## src/rtl/ddr_burst_arbiter.sv

```systemverilog
// Two-requester round-robin arbiter for one shared DDR burst channel.
// It issues one burst command at a time, counts data beats and aborts bursts that stall.
module ddr_burst_arbiter #(
  parameter int ADDR_W  = 32,
  parameter int TIMEOUT = 1024
) (
  input  logic                user_clk,
  input  logic                user_rst,
  input  logic [1:0]          req_valid,
  input  logic [1:0]          req_wr,
  input  logic [2*ADDR_W-1:0] req_addr,
  input  logic [15:0]         req_len,
  output logic [1:0]          req_ready,
  output logic [1:0]          gnt,
  output logic [1:0]          done,
  output logic                cmd_valid,
  input  logic                cmd_ready,
  output logic                cmd_wr,
  output logic [ADDR_W-1:0]   cmd_addr,
  output logic [7:0]          cmd_len,
  input  logic                beat,
  output logic                busy,
  output logic                timeout,
  output logic                err
);

  localparam int WD_W = $clog2(TIMEOUT);
  localparam logic [WD_W-1:0] WD_LAST = WD_W'(TIMEOUT - 1);

  typedef enum logic [1:0] {
    S_IDLE = 2'd0,
    S_CMD  = 2'd1,
    S_DATA = 2'd2
  } state_t;

  state_t            state_q, state_d;
  logic              rr_last_q, rr_last_d;
  logic [1:0]        gnt_q, gnt_d;
  logic [1:0]        done_q, done_d;
  logic              cmd_valid_q, cmd_valid_d;
  logic              cmd_wr_q, cmd_wr_d;
  logic [ADDR_W-1:0] cmd_addr_q, cmd_addr_d;
  logic [7:0]        cmd_len_q, cmd_len_d;
  logic [7:0]        beat_cnt_q, beat_cnt_d;
  logic [WD_W-1:0]   wdog_q, wdog_d;
  logic              timeout_q, timeout_d;
  logic              err_q, err_d;
  logic              sel_s;
  logic              hs_s;

  // Requester selection; acceptance is held off in the cycle a burst ends
  always_comb begin
    sel_s = 1'b0;
    if (req_valid == 2'b10) begin
      sel_s = 1'b1;
    end else if (req_valid == 2'b11) begin
      sel_s = ~rr_last_q;
    end else begin
      sel_s = 1'b0;
    end
    req_ready = 2'b00;
    if (!user_rst && state_q == S_IDLE && done_q == 2'b00 && !timeout_q && req_valid != 2'b00) begin
      req_ready = sel_s ? 2'b10 : 2'b01;
    end else begin
      req_ready = 2'b00;
    end
  end

  assign hs_s = |(req_valid & req_ready);

  // Next-state logic for the burst FSM, beat counter and watchdog
  always_comb begin
    state_d     = state_q;
    rr_last_d   = rr_last_q;
    gnt_d       = gnt_q;
    done_d      = 2'b00;
    cmd_valid_d = cmd_valid_q;
    cmd_wr_d    = cmd_wr_q;
    cmd_addr_d  = cmd_addr_q;
    cmd_len_d   = cmd_len_q;
    beat_cnt_d  = beat_cnt_q;
    wdog_d      = wdog_q;
    timeout_d   = 1'b0;
    err_d       = err_q;
    case (state_q)
      S_IDLE: begin
        err_d = err_q | beat;
        if (hs_s) begin
          cmd_wr_d    = req_wr[sel_s];
          cmd_addr_d  = sel_s ? req_addr[2*ADDR_W-1:ADDR_W] : req_addr[ADDR_W-1:0];
          cmd_len_d   = sel_s ? req_len[15:8] : req_len[7:0];
          gnt_d       = sel_s ? 2'b10 : 2'b01;
          rr_last_d   = sel_s;
          cmd_valid_d = 1'b1;
          state_d     = S_CMD;
        end else begin
          state_d = S_IDLE;
        end
      end
      S_CMD: begin
        err_d = err_q | beat;
        if (cmd_ready) begin
          cmd_valid_d = 1'b0;
          beat_cnt_d  = 8'd0;
          wdog_d      = '0;
          state_d     = S_DATA;
        end else begin
          state_d = S_CMD;
        end
      end
      S_DATA: begin
        // A beat on the watchdog's terminal cycle still counts and rearms it
        if (beat) begin
          wdog_d = '0;
          if (beat_cnt_q == cmd_len_q) begin
            done_d  = gnt_q;
            gnt_d   = 2'b00;
            state_d = S_IDLE;
          end else begin
            beat_cnt_d = beat_cnt_q + 8'd1;
          end
        end else if (wdog_q == WD_LAST) begin
          wdog_d    = '0;
          timeout_d = 1'b1;
          err_d     = 1'b1;
          gnt_d     = 2'b00;
          state_d   = S_IDLE;
        end else begin
          wdog_d = wdog_q + WD_W'(1);
        end
      end
      default: begin
        gnt_d       = 2'b00;
        cmd_valid_d = 1'b0;
        state_d     = S_IDLE;
      end
    endcase
  end

  // State and output registers
  always_ff @(posedge user_clk or posedge user_rst) begin
    if (user_rst) begin
      state_q     <= S_IDLE;
      rr_last_q   <= 1'b1;
      gnt_q       <= 2'b00;
      done_q      <= 2'b00;
      cmd_valid_q <= 1'b0;
      cmd_wr_q    <= 1'b0;
      cmd_addr_q  <= '0;
      cmd_len_q   <= 8'd0;
      beat_cnt_q  <= 8'd0;
      wdog_q      <= '0;
      timeout_q   <= 1'b0;
      err_q       <= 1'b0;
    end else begin
      state_q     <= state_d;
      rr_last_q   <= rr_last_d;
      gnt_q       <= gnt_d;
      done_q      <= done_d;
      cmd_valid_q <= cmd_valid_d;
      cmd_wr_q    <= cmd_wr_d;
      cmd_addr_q  <= cmd_addr_d;
      cmd_len_q   <= cmd_len_d;
      beat_cnt_q  <= beat_cnt_d;
      wdog_q      <= wdog_d;
      timeout_q   <= timeout_d;
      err_q       <= err_d;
    end
  end

  assign gnt       = gnt_q;
  assign done      = done_q;
  assign cmd_valid = cmd_valid_q;
  assign cmd_wr    = cmd_wr_q;
  assign cmd_addr  = cmd_addr_q;
  assign cmd_len   = cmd_len_q;
  assign busy      = (state_q != S_IDLE);
  assign timeout   = timeout_q;
  assign err       = err_q;

endmodule

```

## config.mk

```make
export PLATFORM = sky130hd
export DESIGN_NAME = ddr_burst_arbiter
export DESIGN_NICKNAME = d
export VERILOG_FILES = /design/src/rtl/ddr_burst_arbiter.sv
export SDC_FILE = /design/constraint.sdc
export NUM_CORES = 1
export LEC_CHECK = 0
export ABC_AREA = 0
export CORE_MARGIN = 2
export CORE_UTILIZATION = 47
export DETAILED_ROUTE_END_ITERATION = 8
export PLACE_DENSITY = 0.94
export SYNTH_ARGS = -nofsm -noshare
export SYNTH_HDL_FRONTEND = slang
export SYNTH_SLANG_ARGS = --single-unit
```

## constraint.sdc

```tcl
create_clock -name user_clk -period 4.71 [get_ports user_clk]
set_clock_uncertainty 0.15 [all_clocks]
set_input_delay 0.7065 -clock user_clk [delete_from_list [all_inputs] [get_ports user_clk]]
set_output_delay 0.7065 -clock user_clk [all_outputs]
set_load 0.01 [all_outputs]
```

# Word level (Yosys, flattened, before mapping)
# Cells that the tools add are included.
# word_totals
ff_bits,69
inputBits,88
out_inout_bits,51
elab_cells,91
# op_classes
add_sub_neg,2
magnitude_cmp,1
n_eq_ne,14
mux,36
bitwise_logic,5
reduce_logical,21
# op_table
op,n
32-bit two-way mux,1
8-bit two-way mux,4
10-bit two-way mux,3
2-bit two-way mux,10
10-bit case mux with 2 select lines,1
8-bit case mux with 2 select lines,1
1-bit two-way mux,12
2-bit inequality test (second input constant),6
2-bit case mux with 3 select lines,2
10-bit by 1-bit adder with 10-bit output (second input constant),1
10-bit equality test (second input constant),1
8-bit by 1-bit adder with 8-bit output (second input constant),1
8-bit equality test,1
4-bit AND reduction,2
2-bit nonzero test,4
2-bit equality test (second input constant),3
3-bit inequality test (second input constant),2
2-bit AND reduction,3
3-bit AND reduction,2
1-bit logical AND,4
2-bit logical NOT,2
2-bit OR reduction,2
1-bit inverter,3
1-bit case mux with 3 select lines,1
6 further kinds,7

# Longest topological paths before layout
# logic_depth
word_depth,10
mapped_depth,7
mapped_depth_nobuf,6

# Worst setup path after synthesis
# No wires, ideal clock.
# synth_path
kind,input to output
from,input user_rst
to,output req_ready[0]
arrival_time_ns,1.731
t_required_ns,3.853
slack_ns,2.122
stages,5
path_buffers,1
cell_sequence,nor4_1 -> o21ai_0 -> or2_1 -> buf_2 -> nor2_1
# synth_between
elab_chain_len,6
# synth_rtl
item,line_no,text
start: declaration,8,"input logic user_rst,"
1-bit logical NOT (no source line),-,
1-bit logical AND (4 in series),62,if (!user_rst && state_q == S_IDLE && done_q == 2'b00 && !timeout_q && req_valid != 2'b00) begin
2-bit two-way mux,62,
end: declaration,13,"output logic [1:0] req_ready,"
# Every way passes these cells.

# Worst setup path after layout
# layout_path
from,input user_rst
to,output req_ready[1]
# The elaborated chain is that of the path after synthesis.

==> results.md <==
* Headroom to the max-slew limit at 0.483
* Tmin final at 3.82 ns
* Fill cell count at 514
* Status: finished, final reports clean
* Cell chain of the critical path: clkdlybuf4s50_1 -> nor4_1 -> o21ai_0 -> or2_2 -> nor2b_2 -> clkdlybuf4s50_1
* CP max stage delay at 0.59 ns
* Die Wd at 90.6 um
* Clk_lat worst skew at 0.34 ns
* Synthesized area at 0.00353 mm^2
* Initial Util at 0.486
* Setup CP Type: primary input to output port
* Synth cell types at 49
* Worst slew pin tran at 0.774 ns
* Worst path most repeated cell: clkdlybuf4s50_1
* CTS HTree Levels at 3
* Maxcap violations at 0
* Slowest CP cell: clkdlybuf4s50_1
* WL final at 9330 um
* Core Rows at 31
* Warnings from Yosys at 0
* Final Cycle Share at 0.811
* # DRC at 0
* CP required at 3.85 ns
* Routed Antenna Nets at 0
* Worst-path clk slew at 0.07 ns
* DP HPWL at 7180 um
* Worst Hold Class: flip-flop to flip-flop
* Fin. Hold Viols at 0
* I/O pins at 139
* Drt wl/cell at 16.0 um
* PortBufs at 138
* Number of global-route vias before repair at 3226
* RSZ-0062 raised after global routing: false
* Core ar. at 0.00725 mm^2
* Asr flop ratio synth at 1.00
* Vias per cell at 5.45
* Share of cells above drive strength 1 at 0.0804
* Largest net degree at the start of global routing at 63
* Postcts setup bufs at 0
* Num Clock Sinks at 69
* Slew Limit Fails at 0
* RR Endpoint: cmd_addr[15]
* CTS Root Cell: clkbuf_8
* Max Clk Rate at 262 MHz
* Seq pwr share at 0.379
* Number of synthesized flops with an enable pin at 0
* CTS Buffer Depth at 2
* Drt pass-1 iters at 7
* Hold EP: err
* Power density of the placed cells at 499 mW/mm^2
* Register Area at 0.00173 mm^2
* First-pass GRT wire length at 15500 um
* Setup violators final at 0
* Area Growth Syn to Fin at 46.2%
* CTS tree: done
* Crit path launch type: primary input
* Avg Synthesized Cell Area at 10.1 um^2
* Initial antenna violation count at 0
* Routed via count at 3183
* Initial drt markers at 216
* CP endpoint kind: output port
* Sw frac at 0.356
* # hold bufs at CTS at 0
* Internal power at 0.00166 W
* Chip height at 90.6 um
* Die area at 0.00822 mm^2
* Area of the multi-input gates at 0.00169 mm^2
* Peak VDD IR at 0.283 mV
* Crit path arrival time at 2.96 ns
* GRT overflow at 0
* Worst r2r path cells at 5
* Net Sw Power at 0.000915 W
* Final setup TNS at 0 ns
* ANT cells at 0
* Total track usage at 0.235
* P_leak at 2.27 nW
* CTS Buf Count at 9
* Post-Route Utilization at 0.711
* Commonest non-fill, non-tap cell in the layout: clkdlybuf4s50_1
* Mapped Cells at 349
* Syn Nets at 439
* Main synth FF type: dfrtp_1
* Crit-path max FO at 24
* Routability cong. at 0.817
* Clock power frac at 0.187
* FF-to-FF setup slack at 2.35 ns
* Most frequent cells in the layout: 138 x clkdlybuf4s50_1, 68 x dfrtp_1, 56 x nand2_1
* Post-synthesis sequential area ratio at 0.490
* Hold_sp: err
* Worst hold path depth at 1
* Synth Register Bits at 69
* Critical R2R Launch: state_q[0]
* Combinational group share of total power at 0.434
* Final nets at 571
* Post-CTS sizing at 0
-- kinds of logic (layout without fill, tap and decap cells) --
kind of cell,after synthesis,after routing,synth area share
simple gates,110,110,0.154
compound gates,87,87,0.157
flops,69,69,0.490
mux,45,45,0.128
buf+inv,24,160,0.0344
xor+xnor,12,12,0.0298
fa+ha+maj,2,2,0.00709
-- registers in the layout, summed over array words and instances, names as in the netlist --
signal,flops
cmd_wr,1
rr_last_q,1
cmd_len,8
gnt,2
cmd_valid,1
done,2
beat_cnt_q,8
cmd_addr,32
state_q,2
wdog_q,10
err,1
timeout,1
-- metal layers --
layer  up-vias  part of all wire  global-route usage
met5         -                 0                   0
li1       1493                 -                   -
met2       147              0.50               0.399
met1      1512              0.40               0.290
met4         0             0.031              0.0910
met3        31             0.067              0.0576
-- stage by stage --
stage / area [um^2] / total power (W) / cells / hold WS, ns / setup WS, ns
2_1_floorplan: 3530 / 0.00152 / 349 / 0.317 / 2.12
3_3_place_gp: 4960 / 0.00204 / 569 / 0.297 / 1.01
3_5_place_dp: 4960 / 0.00210 / 569 / 0.303 / 0.962
4_1_cts: 5160 / 0.00259 / 584 / 0.319 / 0.912
5_1_grt: 5160 / 0.00274 / 584 / 0.337 / 0.688
6_report: 5160 / 0.00257 / 584 / 0.320 / 0.892
-- power by group through the flow --
stage,combinational [W],clock (W),sequential [W]
2_1_floorplan,0.000502,0,0.00102
3_3_place_gp,0.00107,0,0.000969
3_5_place_dp,0.00112,0,0.000981
4_1_cts,0.00113,0.000488,0.000974
5_1_grt,0.00122,0.000515,0.00100
6_report,0.00112,0.000482,0.000974
-- Yosys cell counts, drive strengths merged, types with 4 or more instances --
master,instances,share of area
o31ai,4,0.012
nand2,56,0.060
clkbuf,5,0.0053
xor2,10,0.025
a21oi,8,0.011
mux2i,44,0.12
nor2,12,0.013
o21ai,56,0.079
inv,4,0.0043
buf,15,0.025
nor2b,6,0.011
nand3,11,0.016
dfrtp,68,0.48
-- worst max-delay path: cells and delay by family --
kind | cells | cell delay [ns]
AO/OA/AOI/OAI | 1 | 0.24
buffers and inverters | 2 | 1.02
AND/OR/NAND/NOR | 3 | 1.00
-- final cells by class --
cell class / instances / share of cell area
Clock buffer: 11 / 0.0293
Clock inverter: 4 / 0.00921
Inverter: 4 / 0.00291
Multi-Input combinational cell: 256 / 0.328
Sequential cell: 69 / 0.335
Tap cell: 99 / 0.0240
Timing Repair Buffer: 141 / 0.272
-- worst max path at each step --
stage	from	slack, ns	to	depth (start not counted)
5_1_grt	user_rst	0.69	req_ready[0]	6
3_5_place_dp	user_rst	0.96	req_ready[0]	6
6_report	user_rst	0.89	req_ready[1]	6
4_1_cts	user_rst	0.91	req_ready[0]	6
2_1_floorplan	user_rst	2.12	beat_cnt_q[0]	1
3_3_place_gp	user_rst	1.01	req_ready[0]	6
No activity file was read; power rests on OpenSTA's default activity.
